<file path="src/rtl/overdrive_agc_controller.sv">
// -----------------------------------------------------------------------------
// overdrive_agc_controller
//
// Closed-loop gain controller on the ADC sample stream. It measures the peak
// magnitude of valid samples over fixed-length windows and drives the RF
// front-end step attenuator code:
//   - fast attack: any sample at or above HIGH_THRESH raises the code by
//     ATTACK_STEP (clamped to MAX_ATTEN),
//   - slow decay: a window whose peak stays below LOW_THRESH lowers the code
//     by one,
//   - every attenuator update is followed by a settling holdoff during which
//     samples are not measured.
//
// Ports
//   i_clk           system clock, rising edge
//   i_resetn        synchronous active-low reset
//   iS_data         signed two's-complement ADC sample
//   i_valid         qualifier for iS_data
//   i_enable        loop enable; 0 returns the FSM to IDLE and freezes o_atten
//   o_atten         registered attenuator code
//   o_atten_update  one-cycle pulse in the cycle o_atten takes a new value
//   o_overdrive     sticky overload flag, cleared by a window without overload
//   o_clip          one-cycle pulse one cycle after a full-scale valid sample
//   o_state         FSM state: 0 IDLE, 1 MEASURE, 2 ATTACK, 3 HOLDOFF
// -----------------------------------------------------------------------------
module overdrive_agc_controller #(
   parameter int DATA_WIDTH     = 16,
   parameter int ATTEN_BITS     = 6,
   parameter int MAX_ATTEN      = 63,
   parameter int ATTACK_STEP    = 4,
   parameter int HIGH_THRESH    = 30000,
   parameter int LOW_THRESH     = 8192,
   parameter int WINDOW_LEN     = 1024,
   parameter int HOLDOFF_CYCLES = 256
) (
   input  logic                  i_clk,
   input  logic                  i_resetn,
   input  logic [DATA_WIDTH-1:0] iS_data,
   input  logic                  i_valid,
   input  logic                  i_enable,
   output logic [ATTEN_BITS-1:0] o_atten,
   output logic                  o_atten_update,
   output logic                  o_overdrive,
   output logic                  o_clip,
   output logic [1:0]            o_state
);

   localparam int MAG_W  = DATA_WIDTH - 1;
   localparam int CNT_W  = $clog2(WINDOW_LEN);
   localparam int HOLD_W = (HOLDOFF_CYCLES > 1) ? $clog2(HOLDOFF_CYCLES) : 1;

   localparam logic [MAG_W-1:0]      MAG_ZERO   = {MAG_W{1'b0}};
   localparam logic [MAG_W-1:0]      MAG_ONE    = MAG_W'(1);
   localparam logic [MAG_W-1:0]      MAG_MAX    = {MAG_W{1'b1}};
   localparam logic [MAG_W-1:0]      HIGH_MAG   = MAG_W'(HIGH_THRESH);
   localparam logic [MAG_W-1:0]      LOW_MAG    = MAG_W'(LOW_THRESH);
   localparam logic [CNT_W-1:0]      CNT_ZERO   = {CNT_W{1'b0}};
   localparam logic [CNT_W-1:0]      CNT_ONE    = CNT_W'(1);
   localparam logic [CNT_W-1:0]      CNT_LAST   = CNT_W'(WINDOW_LEN - 1);
   localparam logic [HOLD_W-1:0]     HOLD_ZERO  = {HOLD_W{1'b0}};
   localparam logic [HOLD_W-1:0]     HOLD_ONE   = HOLD_W'(1);
   localparam logic [HOLD_W-1:0]     HOLD_LAST  = HOLD_W'(HOLDOFF_CYCLES - 1);
   localparam logic [ATTEN_BITS-1:0] ATTEN_ZERO = {ATTEN_BITS{1'b0}};
   localparam logic [ATTEN_BITS-1:0] ATTEN_ONE  = ATTEN_BITS'(1);
   localparam logic [ATTEN_BITS-1:0] ATTEN_MAX  = ATTEN_BITS'(MAX_ATTEN);
   localparam logic [ATTEN_BITS:0]   STEP_EXT   = (ATTEN_BITS + 1)'(ATTACK_STEP);

   typedef enum logic [1:0] {
      ST_IDLE    = 2'd0,
      ST_MEASURE = 2'd1,
      ST_ATTACK  = 2'd2,
      ST_HOLDOFF = 2'd3
   } state_t;

   state_t                state_r,     state_s;
   logic [ATTEN_BITS-1:0] atten_r,     atten_s;
   logic                  update_r,    update_s;
   logic                  overdrive_r, overdrive_s;
   logic                  clip_r;
   logic [MAG_W-1:0]      peak_r,      peak_s;
   logic [CNT_W-1:0]      cnt_r,       cnt_s;
   logic [HOLD_W-1:0]     hold_r,      hold_s;

   logic [MAG_W-1:0]      mag_s;
   logic                  full_s;
   logic [MAG_W-1:0]      peak_new_s;
   logic [ATTEN_BITS:0]   attack_sum_s;
   logic [ATTEN_BITS-1:0] attack_code_s;

   // Saturated magnitude and full-scale detect of the incoming sample.
   always_comb begin
      mag_s  = MAG_ZERO;
      full_s = 1'b0;
      if (iS_data[DATA_WIDTH-1] == 1'b0) begin
         mag_s  = iS_data[MAG_W-1:0];
         full_s = (iS_data[MAG_W-1:0] == MAG_MAX);
      end else if (iS_data[MAG_W-1:0] == MAG_ZERO) begin
         // Most negative code has no positive counterpart: saturate.
         mag_s  = MAG_MAX;
         full_s = 1'b1;
      end else begin
         // For negative x, |x| = ~x + 1 and always fits in MAG_W bits here.
         mag_s  = ~iS_data[MAG_W-1:0] + MAG_ONE;
         full_s = 1'b0;
      end
   end

   // Running peak including the current sample and the clamped attack code.
   always_comb begin
      peak_new_s   = (mag_s > peak_r) ? mag_s : peak_r;
      attack_sum_s = {1'b0, atten_r} + STEP_EXT;
      if (attack_sum_s > {1'b0, ATTEN_MAX}) begin
         attack_code_s = ATTEN_MAX;
      end else begin
         attack_code_s = attack_sum_s[ATTEN_BITS-1:0];
      end
   end

   // Next-state and next-output logic of the AGC loop.
   always_comb begin
      state_s     = state_r;
      atten_s     = atten_r;
      update_s    = 1'b0;
      overdrive_s = overdrive_r;
      peak_s      = peak_r;
      cnt_s       = cnt_r;
      hold_s      = hold_r;
      if (!i_enable) begin
         // Disable wins over every transition; code and flag are frozen.
         state_s = ST_IDLE;
         peak_s  = MAG_ZERO;
         cnt_s   = CNT_ZERO;
         hold_s  = HOLD_ZERO;
      end else begin
         case (state_r)
            ST_IDLE: begin
               peak_s  = MAG_ZERO;
               cnt_s   = CNT_ZERO;
               hold_s  = HOLD_ZERO;
               state_s = ST_MEASURE;
            end
            ST_MEASURE: begin
               if (i_valid) begin
                  if (mag_s >= HIGH_MAG) begin
                     // Overload beats window completion.
                     state_s     = ST_ATTACK;
                     overdrive_s = 1'b1;
                     hold_s      = HOLD_ZERO;
                  end else if (cnt_r == CNT_LAST) begin
                     peak_s = MAG_ZERO;
                     cnt_s  = CNT_ZERO;
                     if (peak_new_s < HIGH_MAG) begin
                        overdrive_s = 1'b0;
                     end else begin
                        overdrive_s = overdrive_r;
                     end
                     if ((peak_new_s < LOW_MAG) && (atten_r != ATTEN_ZERO)) begin
                        atten_s  = atten_r - ATTEN_ONE;
                        update_s = 1'b1;
                        state_s  = ST_HOLDOFF;
                        hold_s   = HOLD_ZERO;
                     end else begin
                        state_s = ST_MEASURE;
                     end
                  end else begin
                     peak_s = peak_new_s;
                     cnt_s  = cnt_r + CNT_ONE;
                  end
               end else begin
                  state_s = ST_MEASURE;
               end
            end
            ST_ATTACK: begin
               atten_s  = attack_code_s;
               update_s = (attack_code_s != atten_r);
               state_s  = ST_HOLDOFF;
               hold_s   = HOLD_ZERO;
            end
            ST_HOLDOFF: begin
               if (hold_r == HOLD_LAST) begin
                  state_s = ST_MEASURE;
                  hold_s  = HOLD_ZERO;
                  peak_s  = MAG_ZERO;
                  cnt_s   = CNT_ZERO;
               end else begin
                  hold_s = hold_r + HOLD_ONE;
               end
            end
            default: begin
               state_s = ST_IDLE;
            end
         endcase
      end
   end

   // State, counters and registered outputs.
   always_ff @(posedge i_clk) begin
      if (!i_resetn) begin
         state_r     <= ST_IDLE;
         atten_r     <= ATTEN_MAX;
         update_r    <= 1'b0;
         overdrive_r <= 1'b0;
         clip_r      <= 1'b0;
         peak_r      <= MAG_ZERO;
         cnt_r       <= CNT_ZERO;
         hold_r      <= HOLD_ZERO;
      end else begin
         state_r     <= state_s;
         atten_r     <= atten_s;
         update_r    <= update_s;
         overdrive_r <= overdrive_s;
         // Clip reporting runs in every state, including holdoff.
         clip_r      <= i_valid & full_s;
         peak_r      <= peak_s;
         cnt_r       <= cnt_s;
         hold_r      <= hold_s;
      end
   end

   assign o_atten        = atten_r;
   assign o_atten_update = update_r;
   assign o_overdrive    = overdrive_r;
   assign o_clip         = clip_r;
   assign o_state        = state_r;

endmodule

</file>
<file path="config.mk">
export PLATFORM = sky130hd
export DESIGN_NAME = overdrive_agc_controller
export DESIGN_NICKNAME = d
export VERILOG_FILES = /design/src/rtl/overdrive_agc_controller.sv
export SDC_FILE = /design/constraint.sdc
export NUM_CORES = 1
export LEC_CHECK = 0
export BUFFER_PORTS_ARGS = -buffer_cell sky130_fd_sc_hd__clkbuf_2
export CORE_UTILIZATION = 60
export CTS_CLUSTER_DIAMETER = 200
export CTS_CLUSTER_SIZE = 12
export DETAILED_ROUTE_END_ITERATION = 6
export MAX_ROUTING_LAYER = met4
export PLACE_DENSITY = 0.85
export SLEW_MARGIN = 25
export SYNTH_ARGS = -nofsm -noshare
export SYNTH_HDL_FRONTEND = slang
export SYNTH_SLANG_ARGS = --single-unit
</file>
<file path="constraint.sdc">
create_clock -name i_clk -period 5.7 [get_ports i_clk]
set_input_delay 1.14 -clock i_clk [delete_from_list [all_inputs] [get_ports i_clk]]
set_output_delay 1.14 -clock i_clk [all_outputs]
set_load 0.005 [all_outputs]
</file>
==> impl_metrics.py, run 1 <==
metrics = {
    "floorplan": {
        "die_w_um": 77.8,
        "num_rows": 27,
        "num_io_pins": 31,
        "initial_core_util": 0.626,
        "fp.dieH_um": 77.8,
        "dieArea_um2": 6050,
        "core_area_um2": 5510,
    },
    "clock_network": {
        "clkLatencyLatePin_ns": 0.29,
        "htree_levels": 2,
        "cts_hold_buf": 0,
        "cts_buffers": 5,
        "ctsResizeCount": 0,
        "cts_tree": "built",
        "cts-root-buf": "clkbuf_8",
        "post-cts-setup-buffers": 0,
        "clkSinkCount": 44,
        "cts_max_path_buffers": 2,
        "clkTransAtPathRegs_ns": 0.08,
    },
    "pwr": {
        "leakagePower_nw": 1.47,
        "vdd_ir_drop_max_mv": 0.138,
        "powerDensity_nw_per_um2": 184,
    },
    "synthesis": {
        "syn_avg_cell_area_um2": 7.69,
        "synth-async-reset-ratio": 0,
        "synth_edf_count": 0,
        "ys_types": 63,
        "ys.flop_type": "dfxtp_1",
        "syn_inst": 448,
        "syn_area_um2": 3440,
        "syn_nets": 496,
        "synth_top_area_frac": 0.256,
        "yosysTopAreaCell": "dfxtp_1",
        "yosysWarnings": 0,
        "ys_ff_latch": 44,
        "seq_area_frac_synth": 0.256,
        "yosys-top-cells-area": "dfxtp_1 26%, ha_1 10%, nor2_1 4.9%, a21oi_1 3.9%, o21ai_0 3.9%",
    },
    "place": {
        "place.gp.congestion": 0.980,
        "placed_cells": 537,
        "io_buffers": 30,
        "preCtsSetupSlack_ns": 0.134,
        "placed_area_um2": 3660,
        "dp_hpwl_um": 6310,
    },
    "sta": {
        "relSlewSlack": 0.474,
        "rsz0062_at_grt": "no",
        "fin_skew_ns": 0.00963,
        "fmax_mhz": 186,
        "period_minus_slack_ns": 5.38,
        "setup_viol": 0,
        "post-route-period-util": 0.943,
        "timing.final.ws_setup_ns": 0.322,
        "tns_ns": 0,
        "hold_ws_ns": 0.478,
        "hold_viol_final": 0,
        "maxSlewViolCount": 0,
        "tightest_slew_ns": 0.788,
    },
    "critical_path": {
        "crit_chain": "clkbuf_2, inv_1, ha_1, nor3b_2, nand4_1, a211oi_1, ha_1, and3_1, a221o_1, a221oi_1, a21oi_1, mux2i_1, nand2_1, o21ai_2, nor4_1, a31o_2",
        "crit_arrival_ns": 5.57,
        "cp.required_ns": 5.89,
        "cp_common_cell": "ha_1",
        "slowest_delay_ns": 0.60,
        "end_kind": "flop",
        "critPathMaxFanout": 13,
        "cp_num_buf_inv": 2,
        "critPathLaunchType": "input port",
        "path_depth": 16,
        "r2r_slack_ns": 2.43,
        "r2r-end": "hold_r[0]$_SDFFE_PN0P_",
        "regToRegStartpoint": "peak_r[9]$_SDFFE_PN0P_",
        "critPathKind": "in2reg",
        "path_delay_family": "compound AO/OA/AOI/OAI gates",
        "cpMaxStageDelayCell": "a211oi_1",
        "reg2reg_depth": 11,
    },
    "worst_hold_path": {
        "min_from": "peak_r[3]$_SDFFE_PN0P_",
        "min_to": "peak_r[3]$_SDFFE_PN0P_",
        "min_path_type": "reg2reg",
        "min_path_cells": 1,
    },
    "global_route": {
        "grt_pass1_vias": 3082,
        "grt_usage": 0.293,
        "antenna_found_initial": 0,
        "grt_pass1_wl_um": 14000,
        "grt_max_degree": 24,
        "grt_overflow": 0,
    },
    "layout": {
        "antenna_cells": 0,
        "fin_cells": 545,
        "nNetsFinal": 520,
        "design_area_um2": 3770,
        "drive_gt1_frac": 0.127,
        "area_growth_pct": 9.37,
    },
    "route": {
        "postRouteAntennaNets": 0,
        "num_vias": 3448,
        "wl_um": 8440,
        "via_per_inst": 6.33,
        "first_iter_violations": 191,
        "firstDrtPassIters": 5,
        "drc": 0,
        "wl_per_cell_um": 15.5,
    },
    "run_status": {
        "run_status": "complete, no violations",
    },
    "run": {
        "cap_violations": 0,
    },
}
## cell usage after synthesis (5+ instances only)
library cell and number:
a21oi_1 27, a311oi_1 5, a31oi_1 5, and3_1 8, clkbuf_1 16, dfxtp_1 44
ha_1 28, inv_1 35, mux2i_1 9, nand2_1 32, nand3_1 22, nand4_1 11
nor2_1 45, nor3_1 16, nor4_1 9, o211ai_1 6, o21ai_0 27, o31ai_1 6
or4_1 6, xnor2_1 11
## how the worst max path moves through the flow
stage / start / end / slack, ns
global route: iS_data[0] / hold_r[0]$_SDFFE_PN0P_ / 0.008
global placement: iS_data[7] / hold_r[0]$_SDFFE_PN0P_ / 0.22
CTS: iS_data[0] / hold_r[0]$_SDFFE_PN0P_ / 0.40
finish: iS_data[0] / hold_r[0]$_SDFFE_PN0P_ / 0.32
floorplan: iS_data[0] / hold_r[0]$_SDFFE_PN0P_ / 0.75
detailed placement: iS_data[0] / hold_r[0]$_SDFFE_PN0P_ / 0.13
## cell type report
cell class | instances | area, um2
flip-flops and latches | 44 | 881
multi-input cells | 347 | 2340
clock inverters | 2 | 35.0
well taps | 72 | 90.1
fillers | 477 | 1740
repair buffers | 39 | 218
inverters | 35 | 131
clock buffers | 6 | 72.6
## layout by cell type (no fill, tap or decap), types with 4 or more instances in the layout
| cell type | n |
|---|---|
| nor2b_1 | 4 |
| o31ai_1 | 6 |
| ha_1 | 28 |
| nor3_1 | 16 |
| a21oi_1 | 27 |
| mux2i_1 | 9 |
| xnor2_1 | 11 |
| and2_1 | 4 |
| o211ai_1 | 6 |
| nand3_1 | 22 |
| nand2_1 | 32 |
| dfxtp_1 | 44 |
| clkbuf_8 | 5 |
| nor4_1 | 9 |
| and3_1 | 8 |
| a311oi_1 | 5 |
| o21ai_0 | 27 |
| a31oi_1 | 5 |
| o2bb2ai_1 | 4 |
| nand4_1 | 11 |
| nor2_1 | 45 |
| or4_1 | 6 |
| clkbuf_2 | 30 |
| inv_1 | 35 |
| buf_4 | 9 |
## state kept, by name (all words and copies together), names as in the netlist
register / cells
cnt_r: 10
hold_r: 8
o_atten: 6
o_atten_update: 1
o_clip: 1
o_overdrive: 1
o_state: 2
peak_r: 15
## where the power goes
group | switching, mW | leakage (nW) | internal, mW | total (mW)
combinational | 0.0909 | 1.06 | 0.0549 | 0.146
clock | 0.103 | 0.0552 | 0.130 | 0.233
sequential | 0.00412 | 0.355 | 0.310 | 0.315
total | 0.198 | 1.47 | 0.495 | 0.693
## layer usage
metal	global-route usage	routed length, um	up-vias
met1	0.368	3920	1624
met3	0.0412	401	16
li1	-	-	1701
met2	0.493	4020	107
met5	-	0	-
met4	0.0755	102	0
## per-stage QoR
step	power (mW)	utilization
floorplan	0.426	-
global placement	0.461	0.663
detailed placement	0.464	0.665
CTS	0.694	0.684
global route	0.727	0.684
finish	0.693	0.684
## cell families (layout without fill, tap and decap cells)
group | Yosys count | count (layout) | synth area share
flip-flops | 44 | 44 | 0.256
multiplexers | 9 | 9 | 0.0262
AND/OR/NAND/NOR | 180 | 180 | 0.274
AO/OA/AOI/OAI | 116 | 116 | 0.240
XOR/XNOR | 14 | 14 | 0.0356
buffers and inverters | 57 | 82 | 0.0668
adder cells (fa/ha/maj) | 28 | 28 | 0.102
(Power assumes the default switching activity.)
==> run 2: changes to the inputs <==
--- a/config.mk
+++ b/config.mk
@@ -5,13 +5,14 @@
 export SDC_FILE = /design/constraint.sdc
 export NUM_CORES = 1
 export LEC_CHECK = 0
+export ABC_AREA = 1
 export BUFFER_PORTS_ARGS = -buffer_cell sky130_fd_sc_hd__clkbuf_2
-export CORE_UTILIZATION = 60
+export CORE_UTILIZATION = 61
 export CTS_CLUSTER_DIAMETER = 200
 export CTS_CLUSTER_SIZE = 12
 export DETAILED_ROUTE_END_ITERATION = 6
 export MAX_ROUTING_LAYER = met4
-export PLACE_DENSITY = 0.85
+export PLACE_DENSITY = 0.86
 export SLEW_MARGIN = 25
 export SYNTH_ARGS = -nofsm -noshare
 export SYNTH_HDL_FRONTEND = slang
==> run 2 against run 1 <==
Via count rose by 12%; synthesized cell count grew 30%; sequential share of layout area down 1.1 points; synthesized area rose by 7.8%; wire length grew 0.70%; largest cell class unchanged; clock skew grew 0.0041 ns.
==> impl_metrics.py, run 2 <==
metrics = {
    "synthesis": {
        "synth_edf_count": 0,
        "ys_top_cells_by_count": "145 x nand2_1, 64 x inv_1, 61 x nand3_1, 61 x nor2_1, 44 x dfxtp_1",
        "yosysTopAreaCell": "dfxtp_1",
        "synth_compound_area_frac": 0.116,
        "ys.flop_type": "dfxtp_1",
        "synth_mux_area_frac": 0,
        "synth_top_area_frac": 0.237,
        "yosys-top-cells-area": "dfxtp_1 24%, nand2_1 15%, ha_1 9.4%, nand3_1 8.2%, inv_1 6.5%",
        "ys_types": 42,
        "yosysWarnings": 0,
        "syn_nets": 630,
        "synth_fa_ha_area_frac": 0.0943,
        "seq_area_frac_synth": 0.237,
        "syn_avg_cell_area_um2": 6.38,
        "synthXorXnorAreaFrac": 0.0307,
        "yosys.cell_count.top_type": "nand2_1",
        "syn_inst": 582,
        "synth_top_family_by_area": "simple AND/OR/NAND/NOR gates",
        "synth-async-reset-ratio": 0,
        "synthSimpleGateAreaFrac": 0.424,
        "ys_ff_latch": 44,
        "syn_area_um2": 3710,
    },
    "global_route": {
        "grt_pass1_vias": 3253,
        "grt_max_degree": 29,
        "grt_pass1_wl_um": 14100,
        "grt-busiest-layer": "met2",
        "grt_use_met1": 0.358,
        "grt_usage": 0.283,
        "grt_overflow": 0,
        "grtUsageMet3": 0.0354,
        "use_met2": 0.473,
        "antenna_found_initial": 0,
    },
    "floorplan": {
        "dieArea_um2": 6410,
        "initial_core_util": 0.631,
        "die_w_um": 80.0,
        "core_area_um2": 5890,
        "num_io_pins": 31,
        "num_rows": 28,
        "fp.dieH_um": 80.0,
    },
    "layout": {
        "drive_gt1_frac": 0.103,
        "final_common_cell": "nand2_1",
        "num-fill-cells": 523,
        "antenna_cells": 0,
        "reg_top3": "peak_r (15), cnt_r (10), hold_r (8)",
        "fin_cells": 679,
        "post-route-util": 0.672,
        "largest_register_ff_count": 15,
        "nNetsFinal": 651,
        "area_growth_pct": 6.53,
        "regMostFlops": "peak_r",
        "design_area_um2": 3960,
        "final_cell_mix": "145 x nand2_1, 64 x inv_1, 61 x nor2_1, 61 x nand3_1, 44 x dfxtp_1",
    },
    "place": {
        "placed_cells": 671,
        "place.gp.congestion": 0.934,
        "dp_hpwl_um": 6440,
        "placed_area_um2": 3860,
        "io_buffers": 30,
        "preCtsSetupSlack_ns": 0.846,
    },
    "pwr": {
        "leakagePower_nw": 1.81,
        "finalPower_uw": 714,
        "powerDensity_nw_per_um2": 180,
        "vdd_ir_drop_max_mv": 0.129,
    },
    "route": {
        "drc": 0,
        "via_per_inst": 5.69,
        "firstDrtPassIters": 5,
        "wl_um": 8500,
        "postRouteAntennaNets": 0,
        "num_vias": 3865,
        "wl_per_cell_um": 12.5,
        "first_iter_violations": 284,
    },
    "clock_network": {
        "cts-root-buf": "clkbuf_8",
        "post-cts-setup-buffers": 0,
        "clkSinkCount": 44,
        "cts_max_path_buffers": 2,
        "clkTransAtPathRegs_ns": 0.08,
        "cts_buffers": 5,
        "clkLatencyLatePin_ns": 0.31,
        "htree_levels": 2,
        "ctsResizeCount": 0,
        "cts_hold_buf": 0,
        "cts_tree": "built",
    },
    "sta": {
        "post-route-period-util": 0.810,
        "maxSlewViolCount": 0,
        "tns_ns": 0,
        "fin_skew_ns": 0.0137,
        "rsz0062_at_grt": "no",
        "tightest_slew_ns": 0.707,
        "timing.final.ws_setup_ns": 1.08,
        "hold_viol_final": 0,
        "period_minus_slack_ns": 4.62,
        "relSlewSlack": 0.528,
        "fmax_mhz": 217,
        "hold_ws_ns": 0.468,
        "setup_viol": 0,
    },
    "critical_path": {
        "end_kind": "flop",
        "crit_arrival_ns": 4.86,
        "critPathMaxFanout": 24,
        "reg2reg_depth": 13,
        "regToRegStartpoint": "peak_r[13]$_SDFFE_PN0P_",
        "cp.required_ns": 5.95,
        "critPathKind": "in2reg",
        "r2r_slack_ns": 2.57,
        "r2r-end": "o_atten[0]$_SDFFE_PN1P_",
        "critPathLaunchType": "input port",
    },
    "worst_hold_path": {
        "min_path_cells": 2,
        "min_to": "peak_r[2]$_SDFFE_PN0P_",
        "min_from": "peak_r[2]$_SDFFE_PN0P_",
        "min_path_type": "reg2reg",
    },
    "run": {
        "cap_violations": 0,
    },
    "run_status": {
        "run_status": "complete, no violations",
    },
}
[run 2: cell count changes after synthesis, moves of 10 or more]
cell     before  now
o21ai_0      27   12
nand2_1      32  145
nor2_1       45   61
o21ai_1       1   11
inv_1        35   64
a21oi_1      27   39
nand3_1      22   61
[run 2: layout make-up]
cell class | count | area [um2] | area share
sequential | 44 | 881 | 0.223
timing repair buffer | 32 | 165 | 0.0417
clock buffer | 7 | 86.3 | 0.0218
inverter | 67 | 251 | 0.0635
tap | 75 | 93.8 | 0.0237
multi-input combinational | 453 | 2470 | 0.625
clock inverter | 1 | 7.51 | 0.00190
[run 2: logic make-up after synthesis]
kind of cell	after synthesis
simple gates	335
buf+inv	85
compound gates	77
flops	44
fa+ha+maj	28
xor+xnor	13
[run 2: metal layers]
metal | routed length (um) | vias up
met3 | 401 | 8
met2 | 3930 | 104
met4 | 87 | 0
li1 | - | 1979
met1 | 4090 | 1774
met5 | 0 | -
[run 2: where the power goes]
part / switching, mW / internal, mW / total (mW)
sequential: 0.00512 / 0.313 / 0.318
combinational: 0.123 / 0.0642 / 0.187
clock: 0.110 / 0.0985 / 0.208
[run 2: how the worst max path moves through the flow]
stage | startpoint | endpoint | slack (ns) | depth (start not counted)
finish | iS_data[0] | o_atten[0]$_SDFFE_PN1P_ | 1.08 | 20
global route | iS_data[0] | o_atten[0]$_SDFFE_PN1P_ | 0.72 | 20
CTS | iS_data[0] | o_atten[0]$_SDFFE_PN1P_ | 1.15 | 20
detailed placement | iS_data[0] | o_atten[0]$_SDFFE_PN1P_ | 0.85 | 20
global placement | iS_data[0] | o_atten[0]$_SDFFE_PN1P_ | 1.04 | 20
floorplan | iS_data[0] | o_overdrive$_SDFFE_PN0P_ | 1.88 | 22
[run 2: critical path, stage by stage]
cell and delay, ns:
clkbuf_2 0.09, inv_1 0.10, ha_1 0.22, nand2_2 0.12
nor2_8 0.17, nand3b_1 0.11, nand3b_1 0.11, nand3_2 0.14
ha_1 0.34, nand4_1 0.12, nor2_1 0.16, nand4_1 0.17
nand2_1 0.58, nand2_1 0.13, o21ai_1 0.15, nand3_1 0.15
nand2_1 0.09, nand3_1 0.29, or2_2 0.39, nand3_1 0.08
